### config.mk
export PLATFORM = sky130hd
export DESIGN_NAME = atm_keypad_entry
export DESIGN_NICKNAME = d
export VERILOG_FILES = /design/src/rtl/atm_entry_pkg.sv /design/src/rtl/atm_idle_timer.sv /design/src/rtl/atm_keypad_entry.sv
export SDC_FILE = /design/constraint.sdc
export NUM_CORES = 1
export LEC_CHECK = 0
export ABC_AREA = 0
export CORE_ASPECT_RATIO = 1.5
export CORE_UTILIZATION = 55
export DETAILED_ROUTE_END_ITERATION = 16
export HOLD_SLACK_MARGIN = 0.05
export PLACE_DENSITY = 0.75
export SETUP_SLACK_MARGIN = 0.15
export SYNTH_ARGS = -nofsm -noshare
export SYNTH_HDL_FRONTEND = slang
export SYNTH_SLANG_ARGS = --single-unit
### constraint.sdc
create_clock -name clk -period 3.25 [get_ports clk]
set_input_delay 0.65 -clock clk [delete_from_list [all_inputs] [get_ports clk]]
set_output_delay 0.65 -clock clk [all_outputs]
set_load 0.005 [all_outputs]
### src/rtl/atm_entry_pkg.sv
// ============================================================================
// Module : atm_entry_pkg
// Brief  : Shared key codes, entry-state encoding and operation codes for the
//          ATM keypad front-end. ATM_DISPLAY_MASK_EN adds the BCD helper.
// Rev    : 1.0  initial release
// ============================================================================
`default_nettype none

package atm_entry_pkg;

    localparam logic [3:0] KEY_ENTER  = 4'hA;
    localparam logic [3:0] KEY_CLEAR  = 4'hB;
    localparam logic [3:0] KEY_CANCEL = 4'hC;
    localparam logic [3:0] KEY_LANG   = 4'hD;

    typedef enum logic [2:0] {
        ST_IDLE   = 3'd0,
        ST_ACC    = 3'd1,
        ST_PIN    = 3'd2,
        ST_OP     = 3'd3,
        ST_AMT    = 3'd4,
        ST_NEWPIN = 3'd5,
        ST_REQ    = 3'd6
    } entry_state_t;

    localparam logic [2:0] OP_BALANCE  = 3'd3;
    localparam logic [2:0] OP_WITHDRAW = 3'd4;
    localparam logic [2:0] OP_DEPOSIT  = 3'd5;
    localparam logic [2:0] OP_CHGPIN   = 3'd6;

`ifdef ATM_DISPLAY_MASK_EN
    // Shift-add-3 conversion; field values never exceed 9999.
    function automatic logic [15:0] bin_to_bcd(input logic [13:0] bin);
        logic [29:0] sh;
        sh = {16'd0, bin};
        for (int i = 0; i < 14; i++) begin
            for (int d = 0; d < 4; d++) begin
                if (sh[14+4*d +: 4] >= 4'd5)
                    sh[14+4*d +: 4] = sh[14+4*d +: 4] + 4'd3;
            end
            sh = sh << 1;
        end
        return sh[29:14];
    endfunction
`endif

endpackage

`default_nettype wire

### src/rtl/atm_idle_timer.sv
// ============================================================================
// Module : atm_idle_timer
// Brief  : Reloadable down-counter; expire pulses when the count runs out
//          while enabled and not being reloaded.
// Rev    : 1.0  initial release
// ============================================================================
`default_nettype none

module atm_idle_timer #(
    parameter int TIMEOUT_CYCLES = 1000
) (
    input  logic clk,
    input  logic rst,
    input  logic reload,
    input  logic enable,
    output logic expire
);

    localparam int                 c_cnt_w  = $clog2(TIMEOUT_CYCLES + 1);
    localparam logic [c_cnt_w-1:0] c_reload = c_cnt_w'(TIMEOUT_CYCLES);
    localparam logic [c_cnt_w-1:0] c_one    = c_cnt_w'(1);

    logic [c_cnt_w-1:0] r_count;

    always_ff @(posedge clk) begin
        if (!rst) begin
            r_count <= '0;
        end else if (reload) begin
            r_count <= c_reload;
        end else if (enable && (r_count != '0)) begin
            r_count <= r_count - c_one;
        end
    end

    // A reload in the final cycle suppresses the expiry.
    assign expire = enable && !reload && (r_count == c_one);

endmodule

`default_nettype wire

### src/rtl/atm_keypad_entry.sv
// ============================================================================
// Module : atm_keypad_entry
// Brief  : Keypad entry FSM assembling ATM transactions onto a valid/ready
//          request port. ATM_DISPLAY_MASK_EN adds the display_bcd output.
// Rev    : 1.0  initial release
// ============================================================================
`default_nettype none

module atm_keypad_entry
    import atm_entry_pkg::*;
#(
    parameter int TIMEOUT_CYCLES = 1000,
    parameter int MAX_ACC        = 10,
    parameter int AMT_DIGITS     = 4
) (
    input  logic        clk,
    input  logic        rst,
    input  logic        key_valid,
    input  logic [3:0]  key_code,
    input  logic        req_ready,
    output logic        req_valid,
    output logic [2:0]  req_operation,
    output logic [3:0]  req_acc_num,
    output logic [13:0] req_pin,
    output logic [13:0] req_amount,
    output logic [13:0] req_new_pin,
    output logic        req_language,
    output logic [2:0]  entry_state,
    output logic [2:0]  digit_count,
    output logic        entry_err,
    output logic        timeout
`ifdef ATM_DISPLAY_MASK_EN
    ,
    output logic [15:0] display_bcd
`endif
);

    localparam logic [13:0] c_max_acc   = 14'(MAX_ACC);
    localparam logic [2:0]  c_amt_limit = 3'(AMT_DIGITS);

    entry_state_t r_state;
    logic [13:0]  r_field;
    logic [2:0]   r_digit_count;
    logic [3:0]   r_acc_num;
    logic [13:0]  r_pin;
    logic [2:0]   r_op;
    logic         r_lang;

    logic [13:0]  w_field_next;
    logic [2:0]   w_limit;
    logic         w_timer_reload;
    logic         w_timer_enable;
    logic         w_expire;

    assign w_field_next   = (r_field * 14'd10) + {10'd0, key_code};
    assign w_timer_reload = key_valid || (r_state == ST_IDLE) || (r_state == ST_REQ);
    assign w_timer_enable = (r_state != ST_IDLE) && (r_state != ST_REQ);

    always_comb begin
        w_limit = 3'd0;
        case (r_state)
            ST_ACC:            w_limit = 3'd2;
            ST_PIN, ST_NEWPIN: w_limit = 3'd4;
            ST_AMT:            w_limit = c_amt_limit;
            default:           w_limit = 3'd0;
        endcase
    end

    atm_idle_timer #(
        .TIMEOUT_CYCLES(TIMEOUT_CYCLES)
    ) u_idle_timer (
        .clk    (clk),
        .rst    (rst),
        .reload (w_timer_reload),
        .enable (w_timer_enable),
        .expire (w_expire)
    );

    always_ff @(posedge clk) begin
        if (!rst) begin
            r_state       <= ST_IDLE;
            r_field       <= '0;
            r_digit_count <= '0;
            r_acc_num     <= '0;
            r_pin         <= '0;
            r_op          <= '0;
            r_lang        <= 1'b0;
            entry_err     <= 1'b0;
            timeout       <= 1'b0;
            req_valid     <= 1'b0;
            req_operation <= '0;
            req_acc_num   <= '0;
            req_pin       <= '0;
            req_amount    <= '0;
            req_new_pin   <= '0;
            req_language  <= 1'b0;
        end else begin
            entry_err <= 1'b0;
            timeout   <= 1'b0;
            if (w_expire) begin
                r_state       <= ST_IDLE;
                timeout       <= 1'b1;
                r_field       <= '0;
                r_digit_count <= '0;
                r_acc_num     <= '0;
                r_pin         <= '0;
                r_op          <= '0;
            end else if (r_state == ST_REQ) begin
                if (req_ready) begin
                    r_state       <= ST_IDLE;
                    req_valid     <= 1'b0;
                    req_operation <= '0;
                    req_acc_num   <= '0;
                    req_pin       <= '0;
                    req_amount    <= '0;
                    req_new_pin   <= '0;
                    req_language  <= 1'b0;
                    r_field       <= '0;
                    r_digit_count <= '0;
                    r_acc_num     <= '0;
                    r_pin         <= '0;
                    r_op          <= '0;
                end
            end else if (key_valid) begin
                if (key_code <= 4'd9) begin
                    if (r_state == ST_IDLE) begin
                        r_state       <= ST_ACC;
                        r_field       <= {10'd0, key_code};
                        r_digit_count <= 3'd1;
                    end else if (r_state == ST_OP) begin
                        r_field       <= {10'd0, key_code};
                        r_digit_count <= 3'd1;
                    end else if (r_digit_count < w_limit) begin
                        r_field       <= w_field_next;
                        r_digit_count <= r_digit_count + 3'd1;
                    end
                end else begin
                    case (key_code)
                        KEY_ENTER: begin
                            case (r_state)
                                ST_ACC: begin
                                    if ((r_field != '0) && (r_field <= c_max_acc)) begin
                                        r_acc_num <= r_field[3:0];
                                        r_state   <= ST_PIN;
                                    end else begin
                                        entry_err <= 1'b1;
                                    end
                                    r_field       <= '0;
                                    r_digit_count <= '0;
                                end
                                ST_PIN: begin
                                    if (r_digit_count == 3'd4) begin
                                        r_pin         <= r_field;
                                        r_state       <= ST_OP;
                                        r_field       <= '0;
                                        r_digit_count <= '0;
                                    end else begin
                                        entry_err <= 1'b1;
                                    end
                                end
                                ST_OP: begin
                                    if (r_field == {11'd0, OP_BALANCE}) begin
                                        r_state       <= ST_REQ;
                                        req_valid     <= 1'b1;
                                        req_operation <= OP_BALANCE;
                                        req_acc_num   <= r_acc_num;
                                        req_pin       <= r_pin;
                                        req_amount    <= '0;
                                        req_new_pin   <= '0;
                                        req_language  <= r_lang;
                                        r_field       <= '0;
                                        r_digit_count <= '0;
                                    end else if ((r_field == {11'd0, OP_WITHDRAW}) ||
                                                 (r_field == {11'd0, OP_DEPOSIT})) begin
                                        r_op          <= r_field[2:0];
                                        r_state       <= ST_AMT;
                                        r_field       <= '0;
                                        r_digit_count <= '0;
                                    end else if (r_field == {11'd0, OP_CHGPIN}) begin
                                        r_op          <= OP_CHGPIN;
                                        r_state       <= ST_NEWPIN;
                                        r_field       <= '0;
                                        r_digit_count <= '0;
                                    end else begin
                                        entry_err <= 1'b1;
                                    end
                                end
                                ST_AMT: begin
                                    if (r_field != '0) begin
                                        r_state       <= ST_REQ;
                                        req_valid     <= 1'b1;
                                        req_operation <= r_op;
                                        req_acc_num   <= r_acc_num;
                                        req_pin       <= r_pin;
                                        req_amount    <= r_field;
                                        req_new_pin   <= '0;
                                        req_language  <= r_lang;
                                        r_field       <= '0;
                                        r_digit_count <= '0;
                                    end else begin
                                        entry_err <= 1'b1;
                                    end
                                end
                                ST_NEWPIN: begin
                                    if ((r_digit_count == 3'd4) && (r_field != r_pin)) begin
                                        r_state       <= ST_REQ;
                                        req_valid     <= 1'b1;
                                        req_operation <= OP_CHGPIN;
                                        req_acc_num   <= r_acc_num;
                                        req_pin       <= r_pin;
                                        req_amount    <= '0;
                                        req_new_pin   <= r_field;
                                        req_language  <= r_lang;
                                    end else begin
                                        entry_err <= 1'b1;
                                    end
                                    r_field       <= '0;
                                    r_digit_count <= '0;
                                end
                                default: ;
                            endcase
                        end
                        KEY_CLEAR: begin
                            if (r_state != ST_IDLE) begin
                                r_field       <= '0;
                                r_digit_count <= '0;
                            end
                        end
                        KEY_CANCEL: begin
                            r_state       <= ST_IDLE;
                            r_field       <= '0;
                            r_digit_count <= '0;
                            r_acc_num     <= '0;
                            r_pin         <= '0;
                            r_op          <= '0;
                        end
                        KEY_LANG: r_lang <= ~r_lang;
                        default: ;
                    endcase
                end
            end
        end
    end

    assign entry_state = r_state;
    assign digit_count = r_digit_count;

`ifdef ATM_DISPLAY_MASK_EN
    // Secret fields show one 0xF nibble per digit instead of the value.
    always_comb begin
        display_bcd = 16'd0;
        if ((r_state == ST_PIN) || (r_state == ST_NEWPIN)) begin
            for (int i = 0; i < 4; i++) begin
                if (3'(i) < r_digit_count)
                    display_bcd[4*i +: 4] = 4'hF;
            end
        end else begin
            display_bcd = bin_to_bcd(r_field);
        end
    end
`endif

endmodule

`default_nettype wire

Word level (Yosys, flattened, before mapping):

Index checks and enable logic that the tools add are counted.

* input port bits: 8
* register bits: 105
* output and inout bits: 59

* $lt $le $gt $ge: 3
* $add $sub $neg: 3
* multipliers: 1
* multiplexer cells: 130
* reduce and logical (&&, ||, !) cells: 33
* bitwise operators: 7
* equality and inequality tests: 40

Operators with widths (number)
* $mux W14: 37
* $pmux W14 S3: 4
* $mux W3: 37
* $pmux W14 S4: 1
* $mux W4: 13
* $eq A14 B3 Y1 const B: 3
* $pmux W14 S2: 1
* $mux W1: 23
* $ne A3 B3 Y1 const B: 7
* $mux W10: 2
* $ne A5 B5 Y1 const B: 4
* $pmux W3 S2: 3
* $pmux W3 S3: 2
* $reduce_and A9 Y1: 2
* $eq A4 B4 Y1 const B: 4
* $pmux W3 S5: 1
* $add A14 B4 Y14: 1
* $eq A14 B2 Y1 const B: 1
* $le A14 B4 Y1 const B: 1
* $mul A14 B3 Y13 const B: 1
* $ne A14 B14 Y1: 1
* $reduce_bool A14 Y1: 1
* $eq A3 B3 Y1 const B: 4
* $ne A3 B2 Y1 const B: 4
* 35 further kinds: 59

Longest topological paths before layout:

* depth after elaboration: 10
* mapped depth: 12
* gate-level depth less buffers: 10

By module:

A second synthesis with hierarchy kept.

* cell total of the unflattened synthesis: 725
* area, all modules: 5960.7 µm²

By module, submodules not included
* atm_keypad_entry: sequential area each 1901.8 µm², times used 1, cells an instance 658, area each 5372.7 µm²
* atm_idle_timer: sequential area each 200.2 µm², times used 1, cells an instance 67, area each 588.1 µm²

Least setup slack after synthesis:

OpenSTA, ideal clock, no wires.

* kind: reg2reg
* start point: reg r_field[1]
* end point: reg r_field[13]
* slack: 331 ps
* period minus slack after synthesis: 2919 ps
* required time: 3188 ps
* data arrival time: 2856 ps
* library setup time: 62 ps
* stages on the path, launching flop included: 11
* path through: dfxtp_1 -> ha_1 -> ha_1 -> fa_1 -> a21oi_1 -> o2111ai_1 -> xor2_1 -> and4_1 -> and4_1 -> or4_1 -> nand3_1

* word-level cells in the longest chain between the ends: 9

Ends and longest elaborated chain
* start, declared: line atm_keypad_entry.sv:42 `logic [13:0] r_field;`
* start signal, assigned: line atm_keypad_entry.sv:128 `r_field <= {10'd0, key_code};`
* start signal, assigned: line atm_keypad_entry.sv:131 `r_field <= {10'd0, key_code};`
* start signal, assigned: line atm_keypad_entry.sv:134 `r_field <= w_field_next;`
* parallel branches: the longest is 9 deep, another holds $mul A14 B3 Y13

Parallel ways; which one is timed is not known. The select of a mux whose other input is x is not followed.
A chain may end at the register's enable or synchronous reset.

Worst setup path after layout:

Ends and elaborated chain as after synthesis.

==> metrics.csv <==
stage,metric,value,unit
setup_path,critical path startpoint,r_field[1],
route,drt first pass iters,5,
logic_synthesis,"EDFF count, synth",0,
logic_synthesis,most common flop cell mapped by yosys,dfxtp_1,
pwr,Sw Ratio,28.0,%
global_route,total grt overflow,0,
clock_network,"Reg clk slew, reported paths",70,ps
sta,fin crit share,91.9,%
logic_synthesis,multiplexer share of the synthesized area,1.83,%
finish,fraction of layout cells with a size suffix above 1,9.29,%
clock_network,CTS sink cnt,105,
route,Vias,5319,
logic_synthesis,Yosys top cell by area,dfxtp_1,
floorplan,core area,10100,µm²
logic_synthesis,#FFs+latches synth,105,
logic_synthesis,Simple-Gate Fraction of Synth Area,25.2,%
route,WL met2,8340,µm
logic_synthesis,Synth Area in XOR/XNOR,6.50,%
logic_synthesis,"Distinct cells, synth",65,
finish,"leading cell type in the layout, fill and taps excluded",dfxtp_1,
finish,Reg area,2100,µm²
logic_synthesis,Post-Synth Adder-Cell Area,6.59,%
finish,Layout Nets,796,
logic_synthesis,synthesized instance count,693,
floorplan,Die ar.,10800,µm²
route,drt initial violations,354,
clock_network,Skew-Pair Late Insertion Delay,350,ps
sta,FMAX,335,MHz
global_route,pin count of the biggest net entering global routing,53,
finish,most frequent cells in the layout,"105 x dfxtp_1, 101 x nand2_1, 79 x nand3_1, 66 x clkdlybuf4s50_1, 48 x a21oi_1",
min_path,hold_sp,req_pin[7],
sta,Slew headroom,27.1,%
run_status,status,completed,
sta,worst clock skew,9.87,ps
route,final WL,15800,µm
pwr,Seq pwr share,47.5,%
clock_network,CTS tree,built,
placement,I/O Buffers,66,
global_route,total track usage,30.2,%
logic_synthesis,asr flop ratio synth,0,%
logic_synthesis,syn avg cell area,8.27,µm²
route,post-route ant nets,0,
logic_synthesis,register area share after synthesis,36.7,%
run,maxcap violations,0,
setup_path,critical path peak fanout,4,
finish,Fill cells,895,
sta,Setup-failing EPs final,0,
sta,final worst path period need,2990,ps
clock_network,setup bufs post-CTS,0,
setup_path,startpoint class of the critical path,flip-flop,
logic_synthesis,Yosys warning count,0,
setup_path,WP data arrival,3270,ps
floorplan,Starting Density,56.6,%
floorplan,Die Height,127,µm
setup_path,R2R Path Start,r_field[1],
logic_synthesis,largest family of logic cells by synthesized area,simple AND/OR/NAND/NOR gates,
pwr,clock share of power,38.1,%
route,wl on met1,6050,µm
global_route,first-pass GRT wire length,25700,µm
floorplan,Die W,85.4,µm
pwr,Pwr Total,2.80,mW
clock_network,H-Tree Depth,3,
pwr,Power Dens Cells,403,nW/µm²
sta,Final Slew Violations,0,
logic_synthesis,synth top area cells,"dfxtp_1 37%, nand3_1 6.9%, nand2_1 6.6%",
floorplan,# rows,45,
setup_path,Worst setup EP type,flip-flop,
sta,final setup TNS,0,ps
route,drt drc,0,
clock_network,clk root buf,clkbuf_16,
setup_path,WP data required,3540,ps
pwr,Leak,2.68,nW
placement,Setup WS pre-CTS,52.3,ps
pwr,Psw,783,µW
placement,Final GP Congestion,0.914,
sta,Final Hold Viols,0,
placement,placed inst area,6630,µm²
route,met3 WL,711,µm
logic_synthesis,area share of the largest cell type after synthesis,36.7,%
min_path,min-delay worst type,flip-flop to flip-flop,
pwr,power share of the combinational group,14.5,%
finish,ANT cells,0,
finish,area growth from synthesis to layout,21.2,%
logic_synthesis,Post-Synthesis Cell Area,5730,µm²
sta,Worst-Margin Slew,1090,ps
global_route,initial antenna violation count,0,
global_route,vias in the first global route,5213,
setup_path,CP Class,flip-flop to flip-flop,
pwr,Pint,2.01,mW
floorplan,Top Ports,67,
clock_network,CTS Buf Count,9,
route,top routing layer in use,met4,
route,Routed WL per cell,17.9,µm
clock_network,clk buf depth,2,
sta,worst setup margin,262,ps
finish,final instance area,6950,µm²
sta,RSZ-0062 raised after global routing,true,
finish,Multi-input gate area,3410,µm²
logic_synthesis,Synth Area in Compound Gates,18.7,%
route,via/cell ratio,6.04,
logic_synthesis,synthesized net count,730,
pwr,VDD IR max,0.353,mV
placement,DP Wirelength,11800,µm
## through the flow
step	hold WS (ps)	utilization [%]	cells
floorplan	446	-	693
global placement	439	65.4	865
detailed placement	448	65.4	865
CTS	456	68.4	881
global route	476	68.6	881
finish	451	68.6	881
## per-layer routing
layer	track usage [%]	vias up
met3	4.07	48
met4	14.6	0
li1	-	2589
met2	55.3	143
met5	0	-
met1	34.1	2539
## final timing paths
check                                   end  slack, ps  cells after the start
worst min register to register   req_pin[7]        450                      2
worst max register to register  r_field[13]        260                     10
worst max-delay path            r_field[13]        260                     10
worst min-delay path             req_pin[7]        450                      2
## cell usage after synthesis, drive strengths merged (3+ instances only)
cell type / number
a21o: 6
nor4b: 3
nor3: 10
ha: 27
dfxtp: 105
or4: 5
o21ai: 8
nand2b: 6
xor2: 23
mux2i: 6
o21a: 3
a21oi: 49
or2: 4
or3: 4
nand2: 101
nand3: 79
a21boi: 57
o211ai: 5
xnor2: 17
clkbuf: 24
nor4: 10
nor2b: 4
buf: 21
o31ai: 4
nor2: 38
mux2: 4
nand4: 8
o2111ai: 3
and2: 7
and4: 3
inv: 13
a211oi: 3
## registers in the layout (all words and copies together), names as in the netlist
name and flops:
req_language 1, r_pin 14, entry_state 3, timeout 1
req_new_pin 14, digit_count 3, req_amount 14, u_idle_timer.r_count 10
r_field 14, req_operation 3, r_lang 1, r_acc_num 4
r_op 3, req_pin 14, req_acc_num 4, req_valid 1
entry_err 1
## power groups by stage
stage / Clock (mW) / Sequential [mW] / Combinational [mW]
6_report: 1.06 / 1.33 / 0.405
5_1_grt: 1.12 / 1.33 / 0.447
3_3_place_gp: 0 / 1.36 / 0.392
4_1_cts: 1.08 / 1.33 / 0.402
3_5_place_dp: 0 / 1.36 / 0.400
2_1_floorplan: 0 / 1.35 / 0.267
## repair_timing
action / 4_1_cts / 5_1_grt
endpoints found under the setup margin: 1 / 2
hold buffers: 0 / 0
pin swaps: 1 / 1
gates resized for setup: 1 / 4
## area by class of cell
| class | count | area share, % |
|---|---|---|
| flip-flops and latches | 105 | 30.2 |
| well taps | 117 | 2.11 |
| repair buffers | 100 | 13.5 |
| clock buffers | 9 | 3.24 |
| clock inverters | 7 | 1.03 |
| inverters | 13 | 0.702 |
| multi-input cells | 530 | 49.1 |
## critical path, stage by stage (launching register included)
cell	delay, ps
dfxtp_1	320
ha_1	290
ha_1	250
fa_2	390
a211oi_2	190
nor2_1	90
o41ai_2	360
and4_1	290
a31oi_1	110
or4_1	540
nand3_1	100
## cells by family after synthesis
group,Yosys count
buffers and inverters,58
muxes,10
and+or+nand+nor,293
adders and majority gates,29
xor gates and xnor gates,41
DFF,105
AOI/OAI and AO/OA,157
(Power assumes the default switching activity.)
